[src/rtl/keylock_pkg.sv]
// Shared key codes, entry modes and default code length for the keypad code engine.
package keylock_pkg;

  localparam int CODE_LEN = 4;

  localparam logic [3:0] KEY_CANCEL = 4'd7;
  localparam logic [3:0] KEY_PROG   = 4'd8;
  localparam logic [3:0] KEY_LOCK   = 4'd9;

  typedef enum logic [2:0] {
    MODE_IDLE,
    MODE_PC,
    MODE_VALID,
    MODE_CONFIRM,
    MODE_UC
  } code_mode_e;

  function automatic logic is_cmd_key(input logic [3:0] key);
    return (key == KEY_CANCEL) || (key == KEY_PROG) || (key == KEY_LOCK);
  endfunction

endpackage

[src/rtl/keypad_code_engine_if.sv]
// Key strobe, FSM state bits and code qualifiers between the keylock FSM side and the engine.
interface keypad_code_engine_if #(
  parameter int CODE_LEN = keylock_pkg::CODE_LEN
);
  localparam int CW = $clog2(CODE_LEN + 1);

  logic          rdy;
  logic [3:0]    keypress;
  logic          CheckPC;
  logic          CheckValidUC;
  logic          confirmUC;
  logic          LOCKING;
  logic          ToggleLED1;
  logic          Chillin;
  logic          error;
  logic          match;
  logic          ValidNewUC;
  logic          locked;
  logic [CW-1:0] entry_cnt;
  logic          lockout;

  modport master (
    output rdy, keypress, CheckPC, CheckValidUC, confirmUC, LOCKING, ToggleLED1, Chillin, error,
    input  match, ValidNewUC, locked, entry_cnt, lockout
  );

  modport slave (
    input  rdy, keypress, CheckPC, CheckValidUC, confirmUC, LOCKING, ToggleLED1, Chillin, error,
    output match, ValidNewUC, locked, entry_cnt, lockout
  );

endinterface

[src/rtl/code_entry_buffer.sv]
// Digit shift register with entry count and sticky overflow; updates one clock after shift/clear.
// Clear wins over shift; a digit arriving when full only sets ovf and leaves the buffer intact.
module code_entry_buffer #(
  parameter int CODE_LEN = keylock_pkg::CODE_LEN,
  localparam int W  = 4 * CODE_LEN,
  localparam int CW = $clog2(CODE_LEN + 1)
) (
  input  logic          clk,
  input  logic          resetN,
  input  logic          shift_i,
  input  logic [3:0]    digit_i,
  input  logic          clear_i,
  output logic [W-1:0]  buf_o,
  output logic [CW-1:0] cnt_o,
  output logic          ovf_o
);

  logic [W-1:0]  buf_q, buf_d;
  logic [CW-1:0] cnt_q, cnt_d;
  logic          ovf_q, ovf_d;

  always_comb begin
    buf_d = buf_q;
    cnt_d = cnt_q;
    ovf_d = ovf_q;
    if (clear_i) begin
      buf_d = '0;
      cnt_d = '0;
      ovf_d = 1'b0;
    end else if (shift_i) begin
      if (cnt_q == CW'(CODE_LEN)) begin
        ovf_d = 1'b1;
      end else begin
        buf_d = {buf_q[W-5:0], digit_i};
        cnt_d = cnt_q + 1'b1;
      end
    end
  end

  always_ff @(posedge clk or negedge resetN) begin
    if (!resetN) begin
      buf_q <= '0;
      cnt_q <= '0;
      ovf_q <= 1'b0;
    end else begin
      buf_q <= buf_d;
      cnt_q <= cnt_d;
      ovf_q <= ovf_d;
    end
  end

  assign buf_o = buf_q;
  assign cnt_o = cnt_q;
  assign ovf_o = ovf_q;

endmodule

[src/rtl/keypad_code_engine.sv]
// Keylock datapath: digit entry, code compare, candidate/UC storage and lock status.
// match/ValidNewUC are combinational from registers; optional lockout under KEYPAD_CODE_LOCKOUT_EN.
module keypad_code_engine
  import keylock_pkg::*;
#(
  parameter int                  CODE_LEN       = keylock_pkg::CODE_LEN,
  parameter logic [4*CODE_LEN-1:0] PASSCODE     = 16'h1234,
  parameter logic [4*CODE_LEN-1:0] DEFAULT_UC   = 16'h5AB0,
  parameter int                  LOCKOUT_CYCLES = 1000
) (
  input  logic                 clk,
  input  logic                 resetN,
  keypad_code_engine_if.slave  bus
);

  localparam int W  = 4 * CODE_LEN;
  localparam int CW = $clog2(CODE_LEN + 1);

  code_mode_e    mode, prev_mode_q;
  logic [W-1:0]  entry, target, cand_q, uc_q;
  logic [CW-1:0] cnt;
  logic          ovf, clear, shift, full_ok, has_target, valid_new;
  logic          chillin_q, toggle_q, locked_q, lockout_act;

  always_comb begin
    mode = MODE_IDLE;
    if (bus.CheckPC)           mode = MODE_PC;
    else if (bus.CheckValidUC) mode = MODE_VALID;
    else if (bus.confirmUC)    mode = MODE_CONFIRM;
    else if (bus.LOCKING)      mode = MODE_UC;
  end

  // Any clear cause suppresses the shift, so a command key coinciding with a mode change clears once.
  assign clear = (bus.rdy && is_cmd_key(bus.keypress)) || (mode != prev_mode_q) || (mode == MODE_IDLE);
  assign shift = bus.rdy && !is_cmd_key(bus.keypress) && (mode != MODE_IDLE) && !lockout_act;

  code_entry_buffer #(.CODE_LEN(CODE_LEN)) u_buf (
    .clk     (clk),
    .resetN  (resetN),
    .shift_i (shift),
    .digit_i (bus.keypress),
    .clear_i (clear),
    .buf_o   (entry),
    .cnt_o   (cnt),
    .ovf_o   (ovf)
  );

  always_comb begin
    target     = '0;
    has_target = 1'b0;
    case (mode)
      MODE_PC:      begin target = PASSCODE; has_target = 1'b1; end
      MODE_UC:      begin target = uc_q;     has_target = 1'b1; end
      MODE_CONFIRM: begin target = cand_q;   has_target = 1'b1; end
      default:      begin target = '0;       has_target = 1'b0; end
    endcase
  end

  assign full_ok   = (cnt == CW'(CODE_LEN)) && !ovf;
  assign valid_new = (mode == MODE_VALID) && full_ok && (entry != PASSCODE);

  always_ff @(posedge clk or negedge resetN) begin
    if (!resetN) begin
      prev_mode_q <= MODE_IDLE;
      cand_q      <= '0;
      uc_q        <= DEFAULT_UC;
      chillin_q   <= 1'b0;
      toggle_q    <= 1'b0;
      locked_q    <= 1'b0;
    end else begin
      prev_mode_q <= mode;
      chillin_q   <= bus.Chillin;
      toggle_q    <= bus.ToggleLED1;
      if (bus.rdy && (bus.keypress == KEY_PROG) && valid_new) cand_q <= entry;
      if (bus.Chillin && !chillin_q)                          uc_q   <= cand_q;
      if (bus.ToggleLED1 && !toggle_q)                        locked_q <= !locked_q;
    end
  end

`ifdef KEYPAD_CODE_LOCKOUT_EN
  localparam int TW = $clog2(LOCKOUT_CYCLES + 1);

  logic          error_q, lockout_q;
  logic [1:0]    err_cnt_q;
  logic [TW-1:0] tmr_q;

  // Timer is preloaded with LOCKOUT_CYCLES-1 so lockout stays high for exactly LOCKOUT_CYCLES clocks.
  always_ff @(posedge clk or negedge resetN) begin
    if (!resetN) begin
      error_q   <= 1'b0;
      lockout_q <= 1'b0;
      err_cnt_q <= '0;
      tmr_q     <= '0;
    end else begin
      error_q <= bus.error;
      if (bus.error && !error_q) begin
        if (err_cnt_q == 2'd2) begin
          err_cnt_q <= '0;
          lockout_q <= 1'b1;
          tmr_q     <= TW'(LOCKOUT_CYCLES - 1);
        end else begin
          err_cnt_q <= err_cnt_q + 2'd1;
        end
      end else if (bus.ToggleLED1 && !toggle_q) begin
        err_cnt_q <= '0;
      end
      if (lockout_q && !(bus.error && !error_q && err_cnt_q == 2'd2)) begin
        if (tmr_q == '0) lockout_q <= 1'b0;
        else             tmr_q     <= tmr_q - 1'b1;
      end
    end
  end

  assign lockout_act = lockout_q;
`else
  assign lockout_act = 1'b0;
`endif

  assign bus.match      = full_ok && has_target && (entry == target) && !lockout_act;
  assign bus.ValidNewUC = valid_new;
  assign bus.locked     = locked_q;
  assign bus.entry_cnt  = cnt;
  assign bus.lockout    = lockout_act;

endmodule

[src/flat_wrapper.sv]
// flat-port wrapper written by rule: the top's interface ports become plain ports
module keypad_code_engine_flat import keylock_pkg::*;
#(
  parameter int                  CODE_LEN       = keylock_pkg::CODE_LEN,
  parameter logic [4*CODE_LEN-1:0] PASSCODE     = 16'h1234,
  parameter logic [4*CODE_LEN-1:0] DEFAULT_UC   = 16'h5AB0,
  parameter int                  LOCKOUT_CYCLES = 1000
)
  (clk, resetN, bus_rdy, bus_keypress, bus_CheckPC, bus_CheckValidUC, bus_confirmUC, bus_LOCKING, bus_ToggleLED1, bus_Chillin, bus_error, bus_match, bus_ValidNewUC, bus_locked, bus_entry_cnt, bus_lockout);
  keypad_code_engine_if #(.CODE_LEN(CODE_LEN)) bus_i ();
  input  logic clk;
  input  logic resetN;
  input wire logic [$bits(bus_i.rdy)-1:0] bus_rdy;
  input wire logic [$bits(bus_i.keypress)-1:0] bus_keypress;
  input wire logic [$bits(bus_i.CheckPC)-1:0] bus_CheckPC;
  input wire logic [$bits(bus_i.CheckValidUC)-1:0] bus_CheckValidUC;
  input wire logic [$bits(bus_i.confirmUC)-1:0] bus_confirmUC;
  input wire logic [$bits(bus_i.LOCKING)-1:0] bus_LOCKING;
  input wire logic [$bits(bus_i.ToggleLED1)-1:0] bus_ToggleLED1;
  input wire logic [$bits(bus_i.Chillin)-1:0] bus_Chillin;
  input wire logic [$bits(bus_i.error)-1:0] bus_error;
  output wire logic [$bits(bus_i.match)-1:0] bus_match;
  output wire logic [$bits(bus_i.ValidNewUC)-1:0] bus_ValidNewUC;
  output wire logic [$bits(bus_i.locked)-1:0] bus_locked;
  output wire logic [$bits(bus_i.entry_cnt)-1:0] bus_entry_cnt;
  output wire logic [$bits(bus_i.lockout)-1:0] bus_lockout;
  assign bus_i.rdy = bus_rdy;
  assign bus_i.keypress = bus_keypress;
  assign bus_i.CheckPC = bus_CheckPC;
  assign bus_i.CheckValidUC = bus_CheckValidUC;
  assign bus_i.confirmUC = bus_confirmUC;
  assign bus_i.LOCKING = bus_LOCKING;
  assign bus_i.ToggleLED1 = bus_ToggleLED1;
  assign bus_i.Chillin = bus_Chillin;
  assign bus_i.error = bus_error;
  assign bus_match = bus_i.match;
  assign bus_ValidNewUC = bus_i.ValidNewUC;
  assign bus_locked = bus_i.locked;
  assign bus_entry_cnt = bus_i.entry_cnt;
  assign bus_lockout = bus_i.lockout;
  keypad_code_engine #(.CODE_LEN(CODE_LEN), .PASSCODE(PASSCODE), .DEFAULT_UC(DEFAULT_UC), .LOCKOUT_CYCLES(LOCKOUT_CYCLES)) u_core (.clk(clk), .resetN(resetN), .bus(bus_i));
endmodule
[config.mk]
export PLATFORM = sky130hd
export DESIGN_NAME = keypad_code_engine_flat
export DESIGN_NICKNAME = d
export VERILOG_FILES = /design/src/rtl/keylock_pkg.sv /design/src/rtl/keypad_code_engine_if.sv /design/src/rtl/code_entry_buffer.sv /design/src/rtl/keypad_code_engine.sv /design/src/flat_wrapper.sv
export SDC_FILE = /design/constraint.sdc
export NUM_CORES = 1
export LEC_CHECK = 0
export BUFFER_PORTS_ARGS = -buffer_cell sky130_fd_sc_hd__buf_2
export CORE_AREA = 2 2 91 93
export CTS_BUF_LIST = sky130_fd_sc_hd__clkbuf_8
export CTS_CLUSTER_DIAMETER = 40
export CTS_CLUSTER_SIZE = 20
export DETAILED_ROUTE_END_ITERATION = 16
export DIE_AREA = 0 0 93 95
export HOLD_SLACK_MARGIN = 0.12
export SYNTH_ARGS = -nofsm -noshare
export SYNTH_HDL_FRONTEND = slang
export SYNTH_SLANG_ARGS = --single-unit
[constraint.sdc]
create_clock -name clk -period 5 [get_ports clk]
set_clock_uncertainty 0.15 [all_clocks]
set_input_delay 1 -clock clk [delete_from_list [all_inputs] [get_ports clk]]
set_output_delay 1 -clock clk [all_outputs]
set_load 0.05 [all_outputs]
==> summary.txt <==
Floorplanning
  – FP Rows: 33
  – Die area: 0.008835 sq mm
  – I/O pin total: 21
  – Die H: 95 um
  – Area of the core: 0.007928 sq mm
  – Starting density of the core: 38.40%
  – Die width: 93 um

Layout
  – Area of the multi-input gates: 0.001423 sq mm
  – Nets: 296
  – Fill count: 759
  – Fraction of layout cells with a size suffix above 1: 30.53%
  – Syn-to-layout area delta: 10.69%
  – Storage element area: 0.001460 sq mm
  – Ant diodes: 0

Setup path
  – Startpoint types: input port
  – Cell count of the worst reg-to-reg path: 7
  – Crit path to: bus_match
  – Critical path class: input port to primary output
  – Worst-path fanout max: 13
  – Cell mode on critical path: buf_2
  – Worst path slowest cell: nor2b_1
  – WP data arrival: 3.64 ns
  – Element type at the critical path end: primary output
  – Reg2reg end: u_core.cand_q[12]$_DFFE_PN0P_
  – Cell count along the critical path: 8
  – R2R Setup Slk: 2.39 ns
  – RR Startpoint: u_core.u_buf.cnt_o[0]$_DFFE_PN0P_
  – CP max stage delay: 0.87 ns
  – Setup crit start: bus_LOCKING
  – CP required: 3.85 ns
  – Critical path cell sequence: buf_2, nor2b_1, a22oi_2, or4bb_1, a21oi_1, o21bai_1, a2111oi_2, buf_2
  – CP Buf/Inv Count: 2
  – Cell family with most CP delay: simple AND/OR/NAND/NOR gates

Synth
  – Top_reg_cell synth: dfrtp_1
  – FFs w/ async S/R, synth: 100.0%
  – Post-synth EDFFs: 0
  – Distinct cell type count after synthesis: 61
  – Number of synthesized register bits: 58
  – Top post-synthesis cells by area: dfrtp_1 (42%), mux2_2 (8.1%), dfstp_2 (6.0%), mux2_4 (4.9%), a22o_1 (4.3%)
  – Post-Syn Area: 0.003044 sq mm
  – Yosys warnings: 0
  – Synth Instances: 261
  – Register area share after synthesis: 47.97%
  – Syn_nets: 277
  – Area share of the largest cell type after synthesis: 41.92%
  – Syn avg cell area: 11.66 sq um
  – Area leader, netlist: dfrtp_1

Timing
  – Max-slew violation count: 0
  – Final hold viol count: 0
  – WHS: 0.3234 ns
  – Final period utilization: 95.76%
  – Max Freq: 208.9 MHz
  – Slew headroom: 27.02%
  – Setup TNS: 0 ns
  – Final min period: 4.788 ns
  – RSZ-0062 raised after global routing: no
  – Finish-stage setup viols: 0
  – Slew @ Worst Pin: 1.092 ns

CTS
  – Clock buffer depth: 2
  – CTS buffer count: 9
  – CTS Sinks: 58
  – H-tree levels: 3
  – # Post-CTS Setup Buffers: 0
  – CTS Root Cell: clkbuf_8
  – CTS tree: done
  – Clock-pin slew on the worst setup and hold paths: 0.06 ns
  – Cts-stage hold buffer count: 0
  – CTS resizes: 0
  – Skew-Pair Late Insertion Delay: 0.33 ns

Power and ir drop
  – Leakage power figure: 0.001536 uW
  – Worst VDD drop: 0.1464 mV
  – P per Cell Area: 301.8 mW/mm^2

Routing
  – Final ANT Viol Nets: 0
  – Post-Route WL: 6.649 mm
  – First drt pass iteration count: 4
  – DR DRC count: 0
  – DR vias: 2155
  – Via density: 5.526
  – Initial DRC count: 117
  – Drt wl/cell: 17.05 um

Global routing
  – First-pass GRT wire length: 11.01 mm
  – Total GRT Usage: 16.24%
  – Initial antenna violation count: 0
  – Pin count of the biggest net entering global routing: 59
  – Grt total ovfl: 0
  – Vias in the first global route: 2035

Placed design
  – GPL Wtd Cong: 0.7926
  – Port bufs: 18
  – DPL Wire Length: 4.312 mm

Worst hold path
  – Min-delay worst type: flop to flop

Job
  – MaxCap Viol Count: 0

Status
  – Status: completed
-- stage by stage --
stage / setup WS, ns / util, % / instances / cell area [sq um] / power, uW
global placement: 0.1270 / 40.01 / 374 / 3172 / 597.8
floorplan: 0.5734 / - / 261 / 3044 / 566.2
CTS: 0.2049 / 42.50 / 390 / 3369 / 1030
detailed placement: 0.2142 / 40.01 / 374 / 3172 / 599.2
global route: 0.06723 / 42.50 / 390 / 3369 / 1061
finish: 0.2120 / 42.50 / 390 / 3369 / 1017
-- metal layers --
layer,share of wire [%],global-route usage (%)
met5,0,0
met4,1.4,5.147
met2,47,24.58
met1,48,22.79
met3,3.0,4.310
-- where the power goes --
group	internal, uW	switching (uW)	leakage [uW]
clock network	251	176	0.000113
registers	480	10.9	0.000771
logic	29.8	69.7	0.000653
-- area by class of cell --
cell class              count  area share (%)
clock inverters             5           1.374
inverters                  10           1.114
clock buffers              11           4.493
multi-input cells         179           42.22
repair buffers             22           3.565
well taps                 105           3.899
flip-flops and latches     58           43.33
-- cell usage after synthesis, types with 2 or more instances --
cell type / n
o211ai_1: 3
a21oi_1: 8
o21a_1: 2
nand2_1: 13
nor4bb_1: 2
buf_6: 4
a31oi_1: 2
a221o_1: 2
buf_4: 3
mux2_4: 10
nand3_1: 2
and3_1: 2
o21ai_0: 11
nor2b_1: 2
or2_2: 2
nand3b_1: 3
nand2b_1: 4
or4_1: 3
xnor2_1: 2
a221oi_1: 2
clkbuf_8: 3
nor3_1: 7
inv_1: 9
o22ai_1: 4
or3_1: 2
a22oi_1: 8
ha_1: 2
mux2i_1: 2
a22oi_2: 2
o21bai_1: 2
dfrtp_1: 51
nand4_1: 2
mux2_2: 22
clkbuf_1: 4
or4bb_1: 2
a22o_1: 15
nor2_1: 11
dfstp_2: 7
a22o_2: 2
-- registers in the layout (all words and copies together), names as in the netlist --
register / flops
u_core.u_buf.cnt_o: 3
u_core.chillin_q: 1
u_core.u_buf.buf_o: 16
u_core.prev_mode_q: 3
u_core.toggle_q: 1
u_core.u_buf.ovf_o: 1
u_core.bus.locked: 1
u_core.cand_q: 16
u_core.uc_q: 16
-- cells in the final DEF, fill, tap and decap left out, types with 3 or more instances in the layout --
cell | netlist | layout
dfrtp_1 | 51 | 51
mux2_2 | 22 | 22
buf_2 | 0 | 18
a22o_1 | 15 | 15
nand2_1 | 13 | 13
inv_1 | 9 | 12
nor2_1 | 11 | 11
o21ai_0 | 11 | 11
clkbuf_8 | 3 | 11
mux2_4 | 10 | 10
a21oi_1 | 8 | 8
a22oi_1 | 8 | 8
nor3_1 | 7 | 7
dfstp_2 | 7 | 7
o22ai_1 | 4 | 4
nand2b_1 | 4 | 4
buf_4 | 3 | 4
or4_1 | 3 | 3
o211ai_1 | 3 | 3
nand3b_1 | 3 | 3
-- worst min-delay path by stage --
stage / from / to / slack, ns / cells past startpoint
2_1_floorplan: u_core.uc_q[15]$_DFFE_PN0P_ / u_core.uc_q[15]$_DFFE_PN0P_ / 0.30 / 2
3_3_place_gp: u_core.bus.locked$_DFFE_PN0P_ / u_core.bus.locked$_DFFE_PN0P_ / 0.31 / 1
3_5_place_dp: u_core.bus.locked$_DFFE_PN0P_ / u_core.bus.locked$_DFFE_PN0P_ / 0.31 / 1
4_1_cts: u_core.bus.locked$_DFFE_PN0P_ / u_core.bus.locked$_DFFE_PN0P_ / 0.33 / 1
5_1_grt: u_core.bus.locked$_DFFE_PN0P_ / u_core.bus.locked$_DFFE_PN0P_ / 0.37 / 1
6_report: u_core.bus.locked$_DFFE_PN0P_ / u_core.bus.locked$_DFFE_PN0P_ / 0.32 / 1
-- cell families after synthesis --
| logic type | count (synthesis) | share of synthesized area, % |
|---|---|---|
| AOI/OAI and AO/OA | 75 | 18.70 |
| and+or+nand+nor | 64 | 12.49 |
| DFF | 58 | 47.97 |
| muxes | 34 | 13.73 |
| buffers and inverters | 24 | 5.302 |
| xor gates and xnor gates | 3 | 0.8633 |
| adders and majority gates | 2 | 0.8219 |
| other | 1 | 0.1232 |
(Power assumes the default switching activity.)
